### config.mk
export PLATFORM = sky130hd
export DESIGN_NAME = i2s_rx
export DESIGN_NICKNAME = d
export VERILOG_FILES = /design/src/rtl/i2s_rx.sv
export SDC_FILE = /design/constraint.sdc
export NUM_CORES = 1
export LEC_CHECK = 0
export ABC_AREA = 1
export BUFFER_PORTS_ARGS = -buffer_cell sky130_fd_sc_hd__buf_4
export CAP_MARGIN = 20
export CORE_MARGIN = 2
export CORE_UTILIZATION = 40
export DETAILED_ROUTE_END_ITERATION = 8
export GPL_TIMING_DRIVEN = 1
export PLACE_DENSITY = 0.61
export SYNTH_ARGS = -nofsm -noshare
export SYNTH_HDL_FRONTEND = slang
export SYNTH_SLANG_ARGS = --single-unit
### constraint.sdc
create_clock -name clk -period 1.8 [get_ports clk]
set_input_delay 0.36 -clock clk [delete_from_list [all_inputs] [get_ports clk]]
set_output_delay 0.36 -clock clk [all_outputs]
set_load 0.01 [all_outputs]
### src/rtl/i2s_rx.sv
// Slave-mode I2S receiver: oversamples BCK/LRCK/DIN on clk, frames left/right
// slots with the one-bit I2S delay and publishes sample pairs via valid/ready.
//
// state    | meaning
// ST_HUNT  | waiting for an lrck 1->0 change event, nothing captured
// ST_LEFT  | capturing the left slot
// ST_RIGHT | capturing the right slot; its close completes a frame
module i2s_rx #(
    parameter int WIDTH   = 16,
    parameter int TIMEOUT = 256
) (
    input  logic             clk,
    input  logic             rst_n,
    input  logic             i2s_bck,
    input  logic             i2s_lrck,
    input  logic             i2s_din,
    output logic [WIDTH-1:0] left_data,
    output logic [WIDTH-1:0] right_data,
    output logic             sample_valid,
    input  logic             sample_ready,
    output logic             frame_lock,
    output logic             err_overrun,
    output logic             err_short,
    input  logic             err_clr
);

    localparam int CW = $clog2(WIDTH + 1);
    localparam int TW = $clog2(TIMEOUT + 1);
    localparam logic [TW-1:0] TMO_LOAD = TW'(TIMEOUT - 1);
    localparam logic [CW-1:0] CNT_FULL = CW'(WIDTH);

    localparam logic [1:0] ST_HUNT  = 2'd0;
    localparam logic [1:0] ST_LEFT  = 2'd1;
    localparam logic [1:0] ST_RIGHT = 2'd2;

    logic [2:0]       bck_sync_q;
    logic [1:0]       lrck_sync_q, din_sync_q;
    logic             lrck_prev_q, lrck_prev_d;
    logic [1:0]       state_q, state_d;
    logic [WIDTH-1:0] shift_q, shift_d;
    logic [CW-1:0]    cnt_q, cnt_d;
    logic [TW-1:0]    tmo_q, tmo_d;
    logic [WIDTH-1:0] left_hold_q, left_hold_d;
    logic [WIDTH-1:0] left_q, left_d, right_q, right_d;
    logic             valid_q, valid_d;
    logic             ovr_q, ovr_d, short_q, short_d;

    logic             bck_evt, lrck_s, din_s, lr_change;
    logic [WIDTH-1:0] word_w;
    logic [CW-1:0]    cnt_w;
    logic             frame_done, slot_short, accept;

    assign bck_evt   = bck_sync_q[1] & ~bck_sync_q[2];
    assign lrck_s    = lrck_sync_q[1];
    assign din_s     = din_sync_q[1];
    assign lr_change = lrck_s ^ lrck_prev_q;
    assign accept    = valid_q & sample_ready;

    // Bits land at their final position so a short slot ends up left-justified.
    always_comb begin
        word_w = shift_q;
        for (int i = 0; i < WIDTH; i++) begin
            if (cnt_q == CW'(WIDTH - 1 - i)) word_w[i] = din_s;
        end
        cnt_w = (cnt_q == CNT_FULL) ? cnt_q : cnt_q + CW'(1);
    end

    always_comb begin
        state_d     = state_q;
        shift_d     = shift_q;
        cnt_d       = cnt_q;
        tmo_d       = tmo_q;
        lrck_prev_d = lrck_prev_q;
        left_hold_d = left_hold_q;
        frame_done  = 1'b0;
        slot_short  = 1'b0;
        if (bck_evt) begin
            tmo_d       = TMO_LOAD;
            lrck_prev_d = lrck_s;
            case (state_q)
                ST_HUNT: begin
                    if (lr_change && !lrck_s) begin
                        state_d = ST_LEFT;
                        shift_d = '0;
                        cnt_d   = '0;
                    end
                end
                ST_LEFT, ST_RIGHT: begin
                    if (lr_change) begin
                        slot_short = (cnt_w < CNT_FULL);
                        shift_d    = '0;
                        cnt_d      = '0;
                        if (state_q == ST_LEFT) begin
                            left_hold_d = word_w;
                            state_d     = ST_RIGHT;
                        end else begin
                            frame_done = 1'b1;
                            state_d    = ST_LEFT;
                        end
                    end else begin
                        shift_d = word_w;
                        cnt_d   = cnt_w;
                    end
                end
                default: state_d = ST_HUNT;
            endcase
        end else if (tmo_q == '0) begin
            state_d = ST_HUNT;
            shift_d = '0;
            cnt_d   = '0;
        end else begin
            tmo_d = tmo_q - TW'(1);
        end
    end

    always_comb begin
        left_d  = left_q;
        right_d = right_q;
        valid_d = valid_q;
        ovr_d   = err_clr ? 1'b0 : ovr_q;
        short_d = (err_clr ? 1'b0 : short_q) | slot_short;
        if (frame_done) begin
            if (!valid_q || accept) begin
                left_d  = left_hold_q;
                right_d = word_w;
                valid_d = 1'b1;
            end else begin
                ovr_d = 1'b1;
            end
        end else if (accept) begin
            valid_d = 1'b0;
        end
    end

    always_ff @(posedge clk or negedge rst_n) begin
        if (!rst_n) begin
            bck_sync_q  <= '0;
            lrck_sync_q <= '0;
            din_sync_q  <= '0;
            lrck_prev_q <= 1'b0;
            state_q     <= ST_HUNT;
            shift_q     <= '0;
            cnt_q       <= '0;
            tmo_q       <= TMO_LOAD;
            left_hold_q <= '0;
            left_q      <= '0;
            right_q     <= '0;
            valid_q     <= 1'b0;
            ovr_q       <= 1'b0;
            short_q     <= 1'b0;
        end else begin
            bck_sync_q  <= {bck_sync_q[1:0], i2s_bck};
            lrck_sync_q <= {lrck_sync_q[0], i2s_lrck};
            din_sync_q  <= {din_sync_q[0], i2s_din};
            lrck_prev_q <= lrck_prev_d;
            state_q     <= state_d;
            shift_q     <= shift_d;
            cnt_q       <= cnt_d;
            tmo_q       <= tmo_d;
            left_hold_q <= left_hold_d;
            left_q      <= left_d;
            right_q     <= right_d;
            valid_q     <= valid_d;
            ovr_q       <= ovr_d;
            short_q     <= short_d;
        end
    end

    assign left_data    = left_q;
    assign right_data   = right_q;
    assign sample_valid = valid_q;
    assign frame_lock   = (state_q != ST_HUNT);
    assign err_overrun  = ovr_q;
    assign err_short    = short_q;

endmodule

==> impl_results.md <==
* Status: completed
* Syn. warnings at 0
* Mapped Area at between 0.004 and 0.005 sq mm
* Root Buffer: clkbuf_8
* HPWL Detailed at a little under 6 mm
* CP Capture Type: flop
* Tmin final at between 1.5 and 2 ns
* Setup Buffers After CTS at 0
* Die Width at between 100 and 150 um
* Max transition margin at about two thirds
* Worst reg2reg startpoint: state_q[1]
* Synth area leader: dfrtp_1
* Worst reg-to-reg path cell count at 10
* CP arrival at between 1.5 and 2 ns
* Post-Layout Cell Count at slightly below 700
* Largest cells by area after synthesis: dfrtp_1 49%, nand2_1 16%, dfstp_2 5.0%
* GRT overflow at 0
* CP Cell Sequence: inv_1 > ha_2 > inv_1 > nand2_1 > nor2_2 > nor2_4 > nand2_4 > buf_12 > nand2_1 > o21ai_1
* Layout cell share with drive strength beyond 1 at 21.6%
* Power per cell area at between 800 and 900 mW/mm^2
* Count of final setup violators at 0
* CTS Buf Count at 9
* R2r setup slk at about 0.13 ns
* ANT nets after route at 0
* Synth Instances at between 400 and 500
* Clock sinks at 91
* Final hold vios at 0
* Critical Path RT at about 2.1 ns
* DRT Pass-1 Iters at 4
* Number of global-route vias before repair at between 3000 and 4000
* Dpl cells at between 600 and 700
* Maximum clock path buffer count at 2
* DP Worst Slack at -0.0376 ns
* Final WL at ~8.5 mm
* Initial antenna violation count at 0
* CTS clk-pin slew, worst paths at 0.09 ns
* Pins Over Slew Limit at 0
* N_diodes at 0
* Crit-path slowest cell: ha_2
* CP Capture Point: shift_q[11]
* Leakage at roughly 2.5 nW
* First-pass GRT wire length at roughly 15 mm
* Avg Inst Size Synth at just under 9 sq um
* Layout Nets at between 500 and 600
* GRT Overall Usage at between 10% and 20%
* Routability cong. at 0.808
* Worst Setup Start Kind: flop
* Vias/cell at roughly 4.6
* Final critical-path share of the clock period at a little over 90%
* Crit. Startpoint: state_q[1]
* CP max stage delay at around 0.39 ns
* Most frequent cells in the layout: 176 x nand2_1, 82 x dfrtp_1, 62 x buf_4, 53 x inv_1, 36 x o21ai_0
* DIE AREA at between 0.01 and 0.015 sq mm
* Initial Utilization at 41.0%
* Vias at 3200
* Drc violations at 0
* I/O Pins at between 40 and 50
* Clock Latency Late Sink at 0.37 ns
* CP delay by family, top: simple AND/OR/NAND/NOR gates
* RSZ-0062 raised after global routing: true
* Commonest non-fill, non-tap cell in the layout: nand2_1
* H-tree depth at 3
* Peak VDD IR at 0.000529 V
* Area growth syn-to-layout at 19.3%
* Largest net degree at the start of global routing at 49
* Unique masters post-synth at 30
* Hold Crit Class: primary input to flop
* Worst Path Buf+Inv at 3
* Num rows at 37
* Fmax at ~600 MHz
* CTS tree: yes
* Tightest Pin Transition at around 0.48 ns
* Clock skew at between 0.009 and 0.01 ns
* Post-synthesis register bit count at 91
* Synth top area share at 49.2%
* Port bufs at 42
* Worst setup path category: flop to flop
* Drt first-iter violations at slightly below 200
* Max-Cap Viols at 0
* Stages on worst setup path at 10
* Synthesized Nets at between 500 and 600
* Setup ws final at 0.128 ns
* Core Region at around 0.01 sq mm
* Die H at around 110 um
* Critical path peak fanout at 20
* Routed WL per cell at around 12 um
* Sequential area share after synthesis at between 50 and 60%
* Reg-to-reg endpoint: shift_q[11]
report_power, final:
part	leakage [nW]	internal [W]	switching (W)	total, W
Sequential	1.20	0.00227	0.000130	0.00240
Combinational	1.18	0.000378	0.000442	0.000819
Clock	0.0860	0.000509	0.000761	0.00127
Total	2.47	0.00315	0.00133	0.00449
through the flow:
| stage | cell area (sq um) | total power (W) | util (%) | hold WS, ns | setup TNS, ns |
|---|---|---|---|---|---|
| global placement | 4820 | 0.00324 | 46.9 | 0.319 | 0 |
| detailed placement | 4820 | 0.00326 | 46.9 | 0.331 | -0.137 |
| CTS | 5010 | 0.00456 | 48.7 | 0.0675 | 0 |
| floorplan | 4220 | 0.00286 | - | 0.0644 | 0 |
| finish | 5030 | 0.00449 | 48.9 | 0.0901 | 0 |
| global route | 5030 | 0.00477 | 48.9 | 0.0630 | -0.00212 |
routing by layer:
layer / vias to the layer above / share of wire (%) / GRT usage [%]
met4: 0 / 1.9 / 7.24
li1: 1650 / - / -
met5: - / 0 / 0
met2: 60 / 45 / 26.4
met3: 12 / 3.8 / 3.53
met1: 1478 / 49 / 22.0
sequential cells by signal, indices dropped and copies added (netlist names):
| signal | flops |
|---|---|
| lrck_prev_q | 1 |
| bck_sync_q | 3 |
| left_data | 16 |
| err_short | 1 |
| sample_valid | 1 |
| shift_q | 16 |
| din_sync_q | 2 |
| lrck_sync_q | 2 |
| right_data | 16 |
| cnt_q | 5 |
| err_overrun | 1 |
| left_hold_q | 16 |
| tmo_q | 9 |
| state_q | 2 |
what timing repair did:
action / 4_1_cts / 5_1_grt
endpoints found under the setup margin: 29 / 39
hold buffers: 1 / 0
resized for setup: 3 / 13
endpoints found under the hold margin: 20 / 0
worst min path at each step:
stage                   from              to  slack [ns]  cells after the start
detailed placement     rst_n   bck_sync_q[0]        0.33                      1
finish               i2s_din   din_sync_q[0]        0.09                      1
floorplan              rst_n   bck_sync_q[0]        0.06                      0
global route        i2s_lrck  lrck_sync_q[0]        0.06                      1
global placement       rst_n   bck_sync_q[0]        0.32                      1
CTS                  i2s_din   din_sync_q[0]        0.07                      1
cell usage after synthesis:
master and instances:
a21oi_1 3, a31oi_1 2, and2_1 1, buf_2 7, buf_4 1, buf_6 6, clkbuf_1 2, clkinv_1 1
dfrtp_1 83, dfstp_2 8, ha_1 12, inv_1 53, inv_2 2, nand2_1 176, nand2_2 1, nand2_4 2
nand3_1 12, nand3_2 1, nand3_4 1, nand4_1 7, nor2_1 22, nor2_2 2, nor2_4 1, nor2_8 2
nor3_1 3, o21ai_0 42, o21ai_1 20, o21ai_2 11, o22ai_1 2, xor2_1 2
logic make-up after synthesis:
group	count (synthesis)	synth area share (%)
AND/OR/NAND/NOR	231	23.4
flip-flops	91	54.2
AO/OA/AOI/OAI	80	10.6
buffers and inverters	72	7.77
adder cells (fa/ha/maj)	12	3.56
XOR/XNOR	2	0.415
cell type report:
cell class,count,area (sq um)
Multi-Input combinational cell,325,1630
Fill cell,993,5250
Sequential cell,91,2290
Clock inverter,7,51.3
Clock buffer,9,124
Tap cell,136,170
Inverter,56,213
Timing Repair Buffer,67,556
Note: power is estimated with default switching activity, not from simulation.
